===== src/rtl/fu_tag_reg_bank_if.sv =====
// Request/observation bundle for the per-wavefront FU tag store.
// Requests carry no ready: every cycle with a valid set is accepted and completes one edge later.
interface fu_tag_reg_bank_if #(
    parameter int NUM_WF  = 40,
    parameter int WF_ID_W = 6,
    parameter int NUM_FU  = 4,
    parameter int FU_W    = 2,
    parameter int CNT_W   = 6
);
    logic                      f_decode_valid;
    logic [FU_W-1:0]           f_decode_fu;
    logic [WF_ID_W-1:0]        f_decode_wfid;
    logic                      retire_valid;
    logic [WF_ID_W-1:0]        retire_wfid;
    logic [NUM_WF-1:0]         tag_valid;
    logic [NUM_FU*NUM_WF-1:0]  fu_vec;
    logic [NUM_FU*CNT_W-1:0]   fu_occupancy;
    logic                      err_pulse;

    modport master (
        output f_decode_valid, f_decode_fu, f_decode_wfid, retire_valid, retire_wfid,
        input  tag_valid, fu_vec, fu_occupancy, err_pulse
    );

    modport slave (
        input  f_decode_valid, f_decode_fu, f_decode_wfid, retire_valid, retire_wfid,
        output tag_valid, fu_vec, fu_occupancy, err_pulse
    );
endinterface


===== src/rtl/fu_tag_reg_bank.sv =====
// Per-wavefront FU tag store: decode writes a tag, retire clears it, and
// registered per-FU occupancy counters track how many valid slots carry each tag.
module fu_tag_reg_bank #(
    parameter int NUM_WF  = 40,
    parameter int WF_ID_W = 6,
    parameter int NUM_FU  = 4,
    parameter int FU_W    = 2,
    parameter int CNT_W   = 6
) (
    input  logic              clk,
    input  logic              rst,
    fu_tag_reg_bank_if.slave  bus
);
    localparam logic [WF_ID_W:0] WF_LIM = (WF_ID_W+1)'(NUM_WF);
    localparam logic [FU_W:0]    FU_LIM = (FU_W+1)'(NUM_FU);

    logic [NUM_WF-1:0] vld_q, vld_d;
    logic [FU_W-1:0]   tag_q [NUM_WF];
    logic [FU_W-1:0]   tag_d [NUM_WF];
    logic [CNT_W-1:0]  cnt_q [NUM_FU];
    logic [CNT_W-1:0]  cnt_d [NUM_FU];
    logic              err_q, err_d;

    logic              dec_ok, ret_in, coll, ret_ok;
    logic              dec_old_vld, ret_old_vld;
    logic [FU_W-1:0]   dec_old_tag, ret_old_tag;

    always_comb begin
        dec_ok = bus.f_decode_valid
              && ({1'b0, bus.f_decode_wfid} < WF_LIM)
              && ({1'b0, bus.f_decode_fu} < FU_LIM);
        ret_in = bus.retire_valid && ({1'b0, bus.retire_wfid} < WF_LIM);
        coll   = dec_ok && ret_in && (bus.retire_wfid == bus.f_decode_wfid);

        // Out-of-range ids match no slot, so their lookups read as invalid.
        dec_old_vld = 1'b0;
        dec_old_tag = '0;
        ret_old_vld = 1'b0;
        ret_old_tag = '0;
        for (int w = 0; w < NUM_WF; w++) begin
            if (bus.f_decode_wfid == WF_ID_W'(w)) begin
                dec_old_vld = vld_q[w];
                dec_old_tag = tag_q[w];
            end
            if (bus.retire_wfid == WF_ID_W'(w)) begin
                ret_old_vld = vld_q[w];
                ret_old_tag = tag_q[w];
            end
        end

        // A retire colliding with a legal decode is absorbed by the decode.
        ret_ok = ret_in && ret_old_vld && !coll;
        err_d  = (bus.f_decode_valid && !dec_ok)
              || (bus.retire_valid && !coll && !(ret_in && ret_old_vld));

        vld_d = vld_q;
        tag_d = tag_q;
        for (int w = 0; w < NUM_WF; w++) begin
            if (ret_ok && bus.retire_wfid == WF_ID_W'(w)) begin
                vld_d[w] = 1'b0;
            end
            if (dec_ok && bus.f_decode_wfid == WF_ID_W'(w)) begin
                vld_d[w] = 1'b1;
                tag_d[w] = bus.f_decode_fu;
            end
        end

        for (int f = 0; f < NUM_FU; f++) begin
            cnt_d[f] = cnt_q[f]
                     + CNT_W'(dec_ok && bus.f_decode_fu == FU_W'(f))
                     - CNT_W'(dec_ok && dec_old_vld && dec_old_tag == FU_W'(f))
                     - CNT_W'(ret_ok && ret_old_tag == FU_W'(f));
        end
    end

    always_ff @(posedge clk or negedge rst) begin
        if (!rst) begin
            vld_q <= '0;
            err_q <= 1'b0;
            for (int w = 0; w < NUM_WF; w++) tag_q[w] <= '0;
            for (int f = 0; f < NUM_FU; f++) cnt_q[f] <= '0;
        end else begin
            vld_q <= vld_d;
            err_q <= err_d;
            for (int w = 0; w < NUM_WF; w++) tag_q[w] <= tag_d[w];
            for (int f = 0; f < NUM_FU; f++) cnt_q[f] <= cnt_d[f];
        end
    end

    always_comb begin
        bus.fu_vec       = '0;
        bus.fu_occupancy = '0;
        for (int f = 0; f < NUM_FU; f++) begin
            bus.fu_occupancy[f*CNT_W +: CNT_W] = cnt_q[f];
            for (int w = 0; w < NUM_WF; w++) begin
                bus.fu_vec[f*NUM_WF+w] = vld_q[w] && (tag_q[w] == FU_W'(f));
            end
        end
    end

    assign bus.tag_valid = vld_q;
    assign bus.err_pulse = err_q;
endmodule

===== src/flat_wrapper.sv =====
// flat-port wrapper written by rule: the top's interface ports become plain ports
module fu_tag_reg_bank_flat 
#(
    parameter int NUM_WF  = 40,
    parameter int WF_ID_W = 6,
    parameter int NUM_FU  = 4,
    parameter int FU_W    = 2,
    parameter int CNT_W   = 6
)
  (clk, rst, bus_f_decode_valid, bus_f_decode_fu, bus_f_decode_wfid, bus_retire_valid, bus_retire_wfid, bus_tag_valid, bus_fu_vec, bus_fu_occupancy, bus_err_pulse);
  fu_tag_reg_bank_if #(.NUM_WF(NUM_WF), .WF_ID_W(WF_ID_W), .NUM_FU(NUM_FU), .FU_W(FU_W), .CNT_W(CNT_W)) bus_i ();
  input  logic clk;
  input  logic rst;
  input wire logic [$bits(bus_i.f_decode_valid)-1:0] bus_f_decode_valid;
  input wire logic [$bits(bus_i.f_decode_fu)-1:0] bus_f_decode_fu;
  input wire logic [$bits(bus_i.f_decode_wfid)-1:0] bus_f_decode_wfid;
  input wire logic [$bits(bus_i.retire_valid)-1:0] bus_retire_valid;
  input wire logic [$bits(bus_i.retire_wfid)-1:0] bus_retire_wfid;
  output wire logic [$bits(bus_i.tag_valid)-1:0] bus_tag_valid;
  output wire logic [$bits(bus_i.fu_vec)-1:0] bus_fu_vec;
  output wire logic [$bits(bus_i.fu_occupancy)-1:0] bus_fu_occupancy;
  output wire logic [$bits(bus_i.err_pulse)-1:0] bus_err_pulse;
  assign bus_i.f_decode_valid = bus_f_decode_valid;
  assign bus_i.f_decode_fu = bus_f_decode_fu;
  assign bus_i.f_decode_wfid = bus_f_decode_wfid;
  assign bus_i.retire_valid = bus_retire_valid;
  assign bus_i.retire_wfid = bus_retire_wfid;
  assign bus_tag_valid = bus_i.tag_valid;
  assign bus_fu_vec = bus_i.fu_vec;
  assign bus_fu_occupancy = bus_i.fu_occupancy;
  assign bus_err_pulse = bus_i.err_pulse;
  fu_tag_reg_bank #(.NUM_WF(NUM_WF), .WF_ID_W(WF_ID_W), .NUM_FU(NUM_FU), .FU_W(FU_W), .CNT_W(CNT_W)) u_core (.clk(clk), .rst(rst), .bus(bus_i));
endmodule

===== config.mk =====
export PLATFORM = sky130hd
export DESIGN_NAME = fu_tag_reg_bank_flat
export DESIGN_NICKNAME = d
export VERILOG_FILES = /design/src/rtl/fu_tag_reg_bank_if.sv /design/src/rtl/fu_tag_reg_bank.sv /design/src/flat_wrapper.sv
export SDC_FILE = /design/constraint.sdc
export NUM_CORES = 1
export LEC_CHECK = 0
export ABC_AREA = 1
export CAP_MARGIN = 5
export CORE_MARGIN = 2
export CORE_UTILIZATION = 48
export DETAILED_ROUTE_END_ITERATION = 10
export PLACE_DENSITY = 0.78
export RECOVER_POWER = 100
export REMOVE_ABC_BUFFERS = 1
export SYNTH_ARGS = -nofsm -noshare
export SYNTH_HDL_FRONTEND = slang
export SYNTH_SLANG_ARGS = --single-unit

===== constraint.sdc =====
create_clock -name clk -period 7.55 [get_ports clk]
set_clock_uncertainty 0.1 [all_clocks]
set_input_delay 1.51 -clock clk [delete_from_list [all_inputs] [get_ports clk]]
set_output_delay 1.51 -clock clk [all_outputs]
set_load 0.02 [all_outputs]

==> results.tsv, run 1 <==
metric	value	unit
cts_num_sinks	145	
worst-r2r-cell-count	37	
max_cap_viol_count	2	
slew-limit-headroom	-153	%
hold_path_depth	2	
timing.rr.end	u_core.bus.fu_occupancy[11]	
hold_path.startpoint	u_core.bus.tag_valid[13]	
htreeDepth	4	
max-vdd-ir-drop	0.164	mV
failed_checks	capacitance limit, slew limit	
detail_route.vias_per_cell	5.63	
grt_util_all_layers	33.0	%
p_r_area_growth_vs_syn	32.3	%
first_global_vias	11075	
fin_crit_sh	94.5	%
drt_drc_violations_left	0	
finalWeightedCongestion	0.977	
die-height	149	um
post_synth_instance_area	10100	sq um
worstMarginPinSlew	3.79	ns
cp_data_arrival_time	7.39	ns
crit_type	in -> reg	
report.power.total	3.10	mW
routed-via-count	11686	
critical_path.most_common_cell	sky130_fd_sc_hd__nand2_1	
dp_hpwl	27.5	mm
rows	53	
routed_wire_length_per_instance	17.5	um
grt-ovfl-total	0	
cts_buffer_depth	2	
hold_path_end	u_core.bus.tag_valid[13]	
critical_path_required	7.81	ns
pwr-share-clk	28.6	%
timing.reg2reg.setup_slack	2.46	ns
total_leakage_power	6.32	nW
post_syn_area_per_cell	6.54	sq um
endpoint_type_of_the_worst_setup_path	register	
p_sw	1.22	mW
placeableCoreArea	20800	sq um
synth-seq-cells	145	
final_max_slew_viol_count	148	
timing.critical_path.from_type	primary input	
finalSetupTns	0	ns
clk_latency	0.44	ns
clk_transition_reported_paths	0.07	ns
final_layout_size_suffix_gt1_share	3.06	%
finalSetupViolations	0	
synthCells	1544	
wirelength	36.4	mm
power.combinational.fraction	36.0	%
holdBufCountCts	0	
grt_start_max_net_pins	80	
yosys_warnings	0	
swShare	39.3	%
num-fill-cells	1961	
max_freq	140	MHz
post_cts_resize_count	0	
multi_input_comb_area	5420	sq um
cellPowerDensity	232	nW/um^2
die_area	22200	sq um
post_cts_setup_driven_buffer_insertion_count	0	
post_route_antenna_net_violation_count	0	
unrepaired_setup_endpoints_after_global_routing	false	
post-route-worst-setup-slack	0.418	ns
synth_cell_types	29	
seq_power_share	35.5	%
finish.net_count	1836	
worst_slack_at_placement	0.0479	ns
cts_buffers	17	
cp_max_fo	16	
detail_route.first_pass.iterations	7	
status	finished, violations left	
p_int	1.88	mW
cts.root.buffer_cell	sky130_fd_sc_hd__clkbuf_16	
drt_iter0_markers	1223	
io_pins	243	
min_period	7.13	ns
part_of_the_yosys_area_used_for_sequential_elements	35.9	%
final-hold-violation-count	0	
seqCellArea	3630	sq um
initial_antenna_violation_count	0	
tritoncts_clock_tree	built	
r2r-start	u_core.tag_q[74]	
initial_utilization	48.5	%
fp.dieW	149	um
critical_path.max_stage_delay	0.47	ns
critical_path.slowest_cell	sky130_fd_sc_hd__clkdlybuf4s50_1	
antenna-diode-count	0	
hold_path_class	reg -> reg	
timing.hold.ws	0.389	ns
numPortBuffers	242	
grt_pass1_wl	57.6	mm
## per-stage QoR
stage                     instance area, sq um  std cells  util [%]
after floorplan                           9950       1515         -
after global placement                   12800       2042      61.4
after detailed placement                 12800       2042      61.4
after CTS                                13400       2074      64.4
after global routing                     13400       2074      64.1
final                                    13400       2074      64.1
## power groups by stage
stage	Clock (mW)	Combinational (mW)	Sequential, mW
finish	0.886	1.12	1.10
global route	0.921	1.23	1.12
CTS	0.890	1.18	1.10
detailed placement	0	1.17	1.11
global placement	0	1.14	1.11
floorplan	0	0.559	1.19
## worst max path at each step
stage / start / end / slack [ns] / depth (start not counted)
after global placement: bus_f_decode_wfid[4] / u_core.bus.fu_occupancy[11] / 0.15 / 38
after global routing: bus_f_decode_wfid[5] / u_core.bus.fu_occupancy[23] / 0.05 / 38
after CTS: bus_f_decode_wfid[4] / u_core.bus.fu_occupancy[11] / 0.47 / 38
final: bus_f_decode_wfid[4] / u_core.bus.fu_occupancy[11] / 0.42 / 38
after detailed placement: bus_f_decode_wfid[4] / u_core.bus.fu_occupancy[11] / 0.05 / 38
after floorplan: bus_retire_wfid[0] / u_core.bus.fu_occupancy[23] / 1.87 / 37
## layout make-up
type                       count  share of cell area (%)
multi-input combinational   1135                    40.6
sequential                   145                    27.2
timing repair buffer         252                    18.5
inverter                     235                    6.60
clock buffer                  20                    3.49
tap                          275                    2.58
clock inverter                12                    1.08
## logic make-up after synthesis
family          share of synthesized area, %
xor+xnor                                1.47
flops                                   35.9
simple gates                            39.9
fa+ha+maj                               4.56
buf+inv                                 10.2
compound gates                          7.92
## cell usage after synthesis
cell	n	area share, %
sky130_fd_sc_hd__a211oi_1	1	0.074
sky130_fd_sc_hd__a21boi_1	1	0.074
sky130_fd_sc_hd__a21oi_1	44	2.2
sky130_fd_sc_hd__a221oi_1	1	0.087
sky130_fd_sc_hd__buf_2	3	0.15
sky130_fd_sc_hd__buf_6	5	0.56
sky130_fd_sc_hd__clkbuf_1	21	0.78
sky130_fd_sc_hd__clkinv_1	4	0.15
sky130_fd_sc_hd__dfrtp_1	145	36
sky130_fd_sc_hd__fa_1	8	1.6
sky130_fd_sc_hd__ha_1	24	3.0
sky130_fd_sc_hd__inv_1	225	8.4
sky130_fd_sc_hd__inv_2	6	0.22
sky130_fd_sc_hd__nand2_1	501	19
sky130_fd_sc_hd__nand2_2	1	0.062
sky130_fd_sc_hd__nand2_4	1	0.11
sky130_fd_sc_hd__nand3_1	41	2.0
sky130_fd_sc_hd__nand4_1	78	4.8
sky130_fd_sc_hd__nand4_2	2	0.25
sky130_fd_sc_hd__nand4_4	1	0.21
sky130_fd_sc_hd__nor2_1	131	4.9
sky130_fd_sc_hd__nor2_2	5	0.31
sky130_fd_sc_hd__nor2_4	4	0.45
sky130_fd_sc_hd__nor3_1	163	8.1
sky130_fd_sc_hd__nor4_1	1	0.062
sky130_fd_sc_hd__o21ai_0	106	5.3
sky130_fd_sc_hd__o22ai_1	4	0.25
sky130_fd_sc_hd__xnor2_1	4	0.35
sky130_fd_sc_hd__xor2_1	13	1.1
## critical path, delay by kind of cell
kind,cells,cell delay [ns]
AO/OA/AOI/OAI,2,0.31
XOR/XNOR,1,0.15
adder cells (fa/ha/maj),4,1.39
buffers and inverters,3,0.80
AND/OR/NAND/NOR,28,3.24
## routing by layer
layer	part of all wire, %	vias to the layer above	GRT usage [%]
met4	3.2	0	11.8
li1	-	5482	-
met2	46	698	53.0
met5	0	-	0
met3	10	105	5.96
met1	40	5401	44.8
## registers in the layout (all words and copies together) (netlist names)
signal,flops
u_core.bus.err_pulse,1
u_core.bus.fu_occupancy,24
u_core.bus.tag_valid,40
u_core.tag_q,80
## cell usage in the layout, fill, tap and decap left out, types with 24 or more instances in the layout
cell type                       count
sky130_fd_sc_hd__a21oi_1           44
sky130_fd_sc_hd__dfrtp_1          145
sky130_fd_sc_hd__dlygate4sd3_1    227
sky130_fd_sc_hd__ha_1              24
sky130_fd_sc_hd__inv_1            224
sky130_fd_sc_hd__nand2_1          502
sky130_fd_sc_hd__nand3_1           41
sky130_fd_sc_hd__nand4_1           79
sky130_fd_sc_hd__nor2_1           132
sky130_fd_sc_hd__nor3_1           163
sky130_fd_sc_hd__o21ai_0          106
No activity file was read; power rests on OpenSTA's default activity.
==> run 2: changes to the inputs <==
--- a/config.mk
+++ b/config.mk
@@ -11,7 +11,7 @@
 export CORE_UTILIZATION = 48
 export DETAILED_ROUTE_END_ITERATION = 10
 export PLACE_DENSITY = 0.78
-export RECOVER_POWER = 100
+export RECOVER_POWER = 25
 export REMOVE_ABC_BUFFERS = 1
 export SYNTH_ARGS = -nofsm -noshare
 export SYNTH_HDL_FRONTEND = slang
==> results.tsv, run 2 (synthesis results as in run 1) <==
metric	value	unit	change
post-route-worst-setup-slack	0.441	ns	+0.0237 ns
grt_start_max_net_pins	80		unchanged
critical_path.slowest_cell	sky130_fd_sc_hd__clkdlybuf4s50_1		
multi_input_comb_area	5440	sq um	+0.42%
endpoint_type_of_the_worst_setup_path	register		
first_global_vias	11075		unchanged
grt_use_met2	53.0	%	unchanged
largest_register_ff_count	80		unchanged
slew-limit-headroom	-152	%	+0.35 points
post_route_antenna_net_violation_count	0		unchanged
io_pins	243		unchanged
num-fill-cells	1953		-0.41%
final-hold-violation-count	0		unchanged
total_leakage_power	5.73	nW	-9.3%
fp.dieW	149	um	unchanged
cp_data_arrival_time	7.37	ns	-0.02 ns
largest_register	u_core.tag_q		
post_cts_resize_count	0		unchanged
detail_route.vias_per_cell	5.61		-0.48%
finalSetupTns	0	ns	unchanged
failed_checks	capacitance limit, slew limit		
cts_buffer_depth	2		unchanged
timing.hold.ws	0.394	ns	+0.00511 ns
dp_hpwl	27.5	mm	unchanged
cts_buffers	17		unchanged
cts.root.buffer_cell	sky130_fd_sc_hd__clkbuf_16		
crit_buf_inv	3		unchanged
drt_iter0_markers	1201		-1.8%
p_r_area_growth_vs_syn	32.6	%	
globalRouteMet3Util	5.96	%	unchanged
worstMarginPinSlew	3.78	ns	-0.00521 ns
timing.critical_path.from_type	primary input		
min_period	7.11	ns	-0.0237 ns
routed-via-count	11630		-0.48%
die-height	149	um	unchanged
grt_util_all_layers	33.0	%	unchanged
cp_max_fo	16		unchanged
wirelength	36.5	mm	+0.27%
finalWeightedCongestion	0.977		unchanged
final_layout_size_suffix_gt1_share	3.50	%	+0.44 points
holdBufCountCts	0		unchanged
numPortBuffers	242		unchanged
antenna-diode-count	0		unchanged
cp_top_family	simple AND/OR/NAND/NOR gates		
critical_path.most_common_cell	sky130_fd_sc_hd__nand2_1		
die_area	22200	sq um	unchanged
groute.layer.met1.usage	44.8	%	unchanged
placeableCoreArea	20800	sq um	unchanged
drt_drc_violations_left	0		unchanged
crit_type	in -> reg		
grt_pass1_wl	57.6	mm	unchanged
max_cap_viol_count	2		unchanged
globalRoute.busiestLayer	met2		
max-vdd-ir-drop	0.170	mV	+3.7%
critical_path.max_stage_delay	0.49	ns	+0.02 ns
final_max_slew_viol_count	148		unchanged
htreeDepth	4		unchanged
worst_slack_at_placement	0.0479	ns	unchanged
rows	53		unchanged
detail_route.first_pass.iterations	6		-1
post_cts_setup_driven_buffer_insertion_count	0		unchanged
cts_num_sinks	145		unchanged
unrepaired_setup_endpoints_after_global_routing	false		
clk_latency	0.44	ns	about the same
final_common_cell	sky130_fd_sc_hd__nand2_1		
most-common-layout-cells	sky130_fd_sc_hd__nand2_1, sky130_fd_sc_hd__clkdlybuf4s50_1, sky130_fd_sc_hd__inv_1, sky130_fd_sc_hd__nor3_1, sky130_fd_sc_hd__dfrtp_1		
fin_crit_sh	94.2	%	-0.31 points
hold_path_class	reg -> reg		
routed_wire_length_per_instance	17.6	um	+0.27%
tritoncts_clock_tree	built		
finish.net_count	1836		unchanged
max_freq	141	MHz	+0.33%
finalSetupViolations	0		unchanged
grt-ovfl-total	0		unchanged
clk_transition_reported_paths	0.07	ns	about the same
seqCellArea	3630	sq um	unchanged
critical_path_required	7.81	ns	about the same
status	finished, violations left		
initial_utilization	48.5	%	unchanged
cellPowerDensity	237	nW/um^2	+1.9%
initial_antenna_violation_count	0		unchanged
-- run 2: final timing paths --
path | endpoint | depth (start not counted) | slack, ns | from
max in group asynchronous | u_core.tag_q[30] | 2 | 1.71 | rst
min | u_core.bus.tag_valid[13] | 2 | 0.39 | u_core.bus.tag_valid[13]
min in group asynchronous | u_core.tag_q[72] | 1 | 2.26 | rst
max reg2reg | u_core.bus.fu_occupancy[11] | 37 | 2.47 | u_core.tag_q[74]
min reg2reg | u_core.bus.tag_valid[13] | 2 | 0.39 | u_core.bus.tag_valid[13]
max | u_core.bus.fu_occupancy[11] | 38 | 0.44 | bus_f_decode_wfid[5]
-- run 2: per-layer routing --
metal,routed length [um],part of all wire [%]
met5,0,0
met3,3680,10
met1,14900,41
met4,1110,3.0
met2,16800,46
-- run 2: where the power goes --
| part | leakage (nW) | total [mW] | internal (mW) | switching, mW |
|---|---|---|---|---|
| combinational | 3.53 | 1.18 | 0.491 | 0.686 |
| sequential | 1.90 | 1.10 | 0.930 | 0.174 |
| clock | 0.302 | 0.888 | 0.520 | 0.368 |
| total | 5.73 | 3.17 | 1.94 | 1.23 |
-- run 2: final cells by class --
class,count,area share [%]
well taps,275,2.57
repair buffers,252,18.6
multi-input cells,1135,40.6
flip-flops and latches,145,27.1
inverters,235,6.59
clock buffers,20,3.48
clock inverters,12,1.07
-- run 2: through the flow --
step / instance area, sq um / power [mW] / instances / utilization [%]
5_1_grt: 13400 / 3.33 / 2074 / 64.3
2_1_floorplan: 9950 / 1.75 / 1515 / -
6_report: 13400 / 3.17 / 2074 / 64.3
3_3_place_gp: 12800 / 2.25 / 2042 / 61.4
4_1_cts: 13400 / 3.17 / 2074 / 64.4
3_5_place_dp: 12800 / 2.29 / 2042 / 61.4
-- run 2: worst register-to-register path, delay by kind of cell (launching register included) --
kind	cells	cell delay (ns)
AO/OA/AOI/OAI	2	0.31
XOR/XNOR	1	0.15
adder cells (fa/ha/maj)	4	1.40
buffers and inverters	2	0.18
flip-flops	1	0.43
AND/OR/NAND/NOR	28	2.43
==> run 3: changes to the inputs <==
--- a/config.mk
+++ b/config.mk
@@ -13,6 +13,7 @@
 export PLACE_DENSITY = 0.78
 export RECOVER_POWER = 25
 export REMOVE_ABC_BUFFERS = 1
+export SLEW_MARGIN = 20
 export SYNTH_ARGS = -nofsm -noshare
 export SYNTH_HDL_FRONTEND = slang
 export SYNTH_SLANG_ARGS = --single-unit
==> results of run 3 <==
Same layout as run 2: the final DEF is identical, and so are final timing and power.
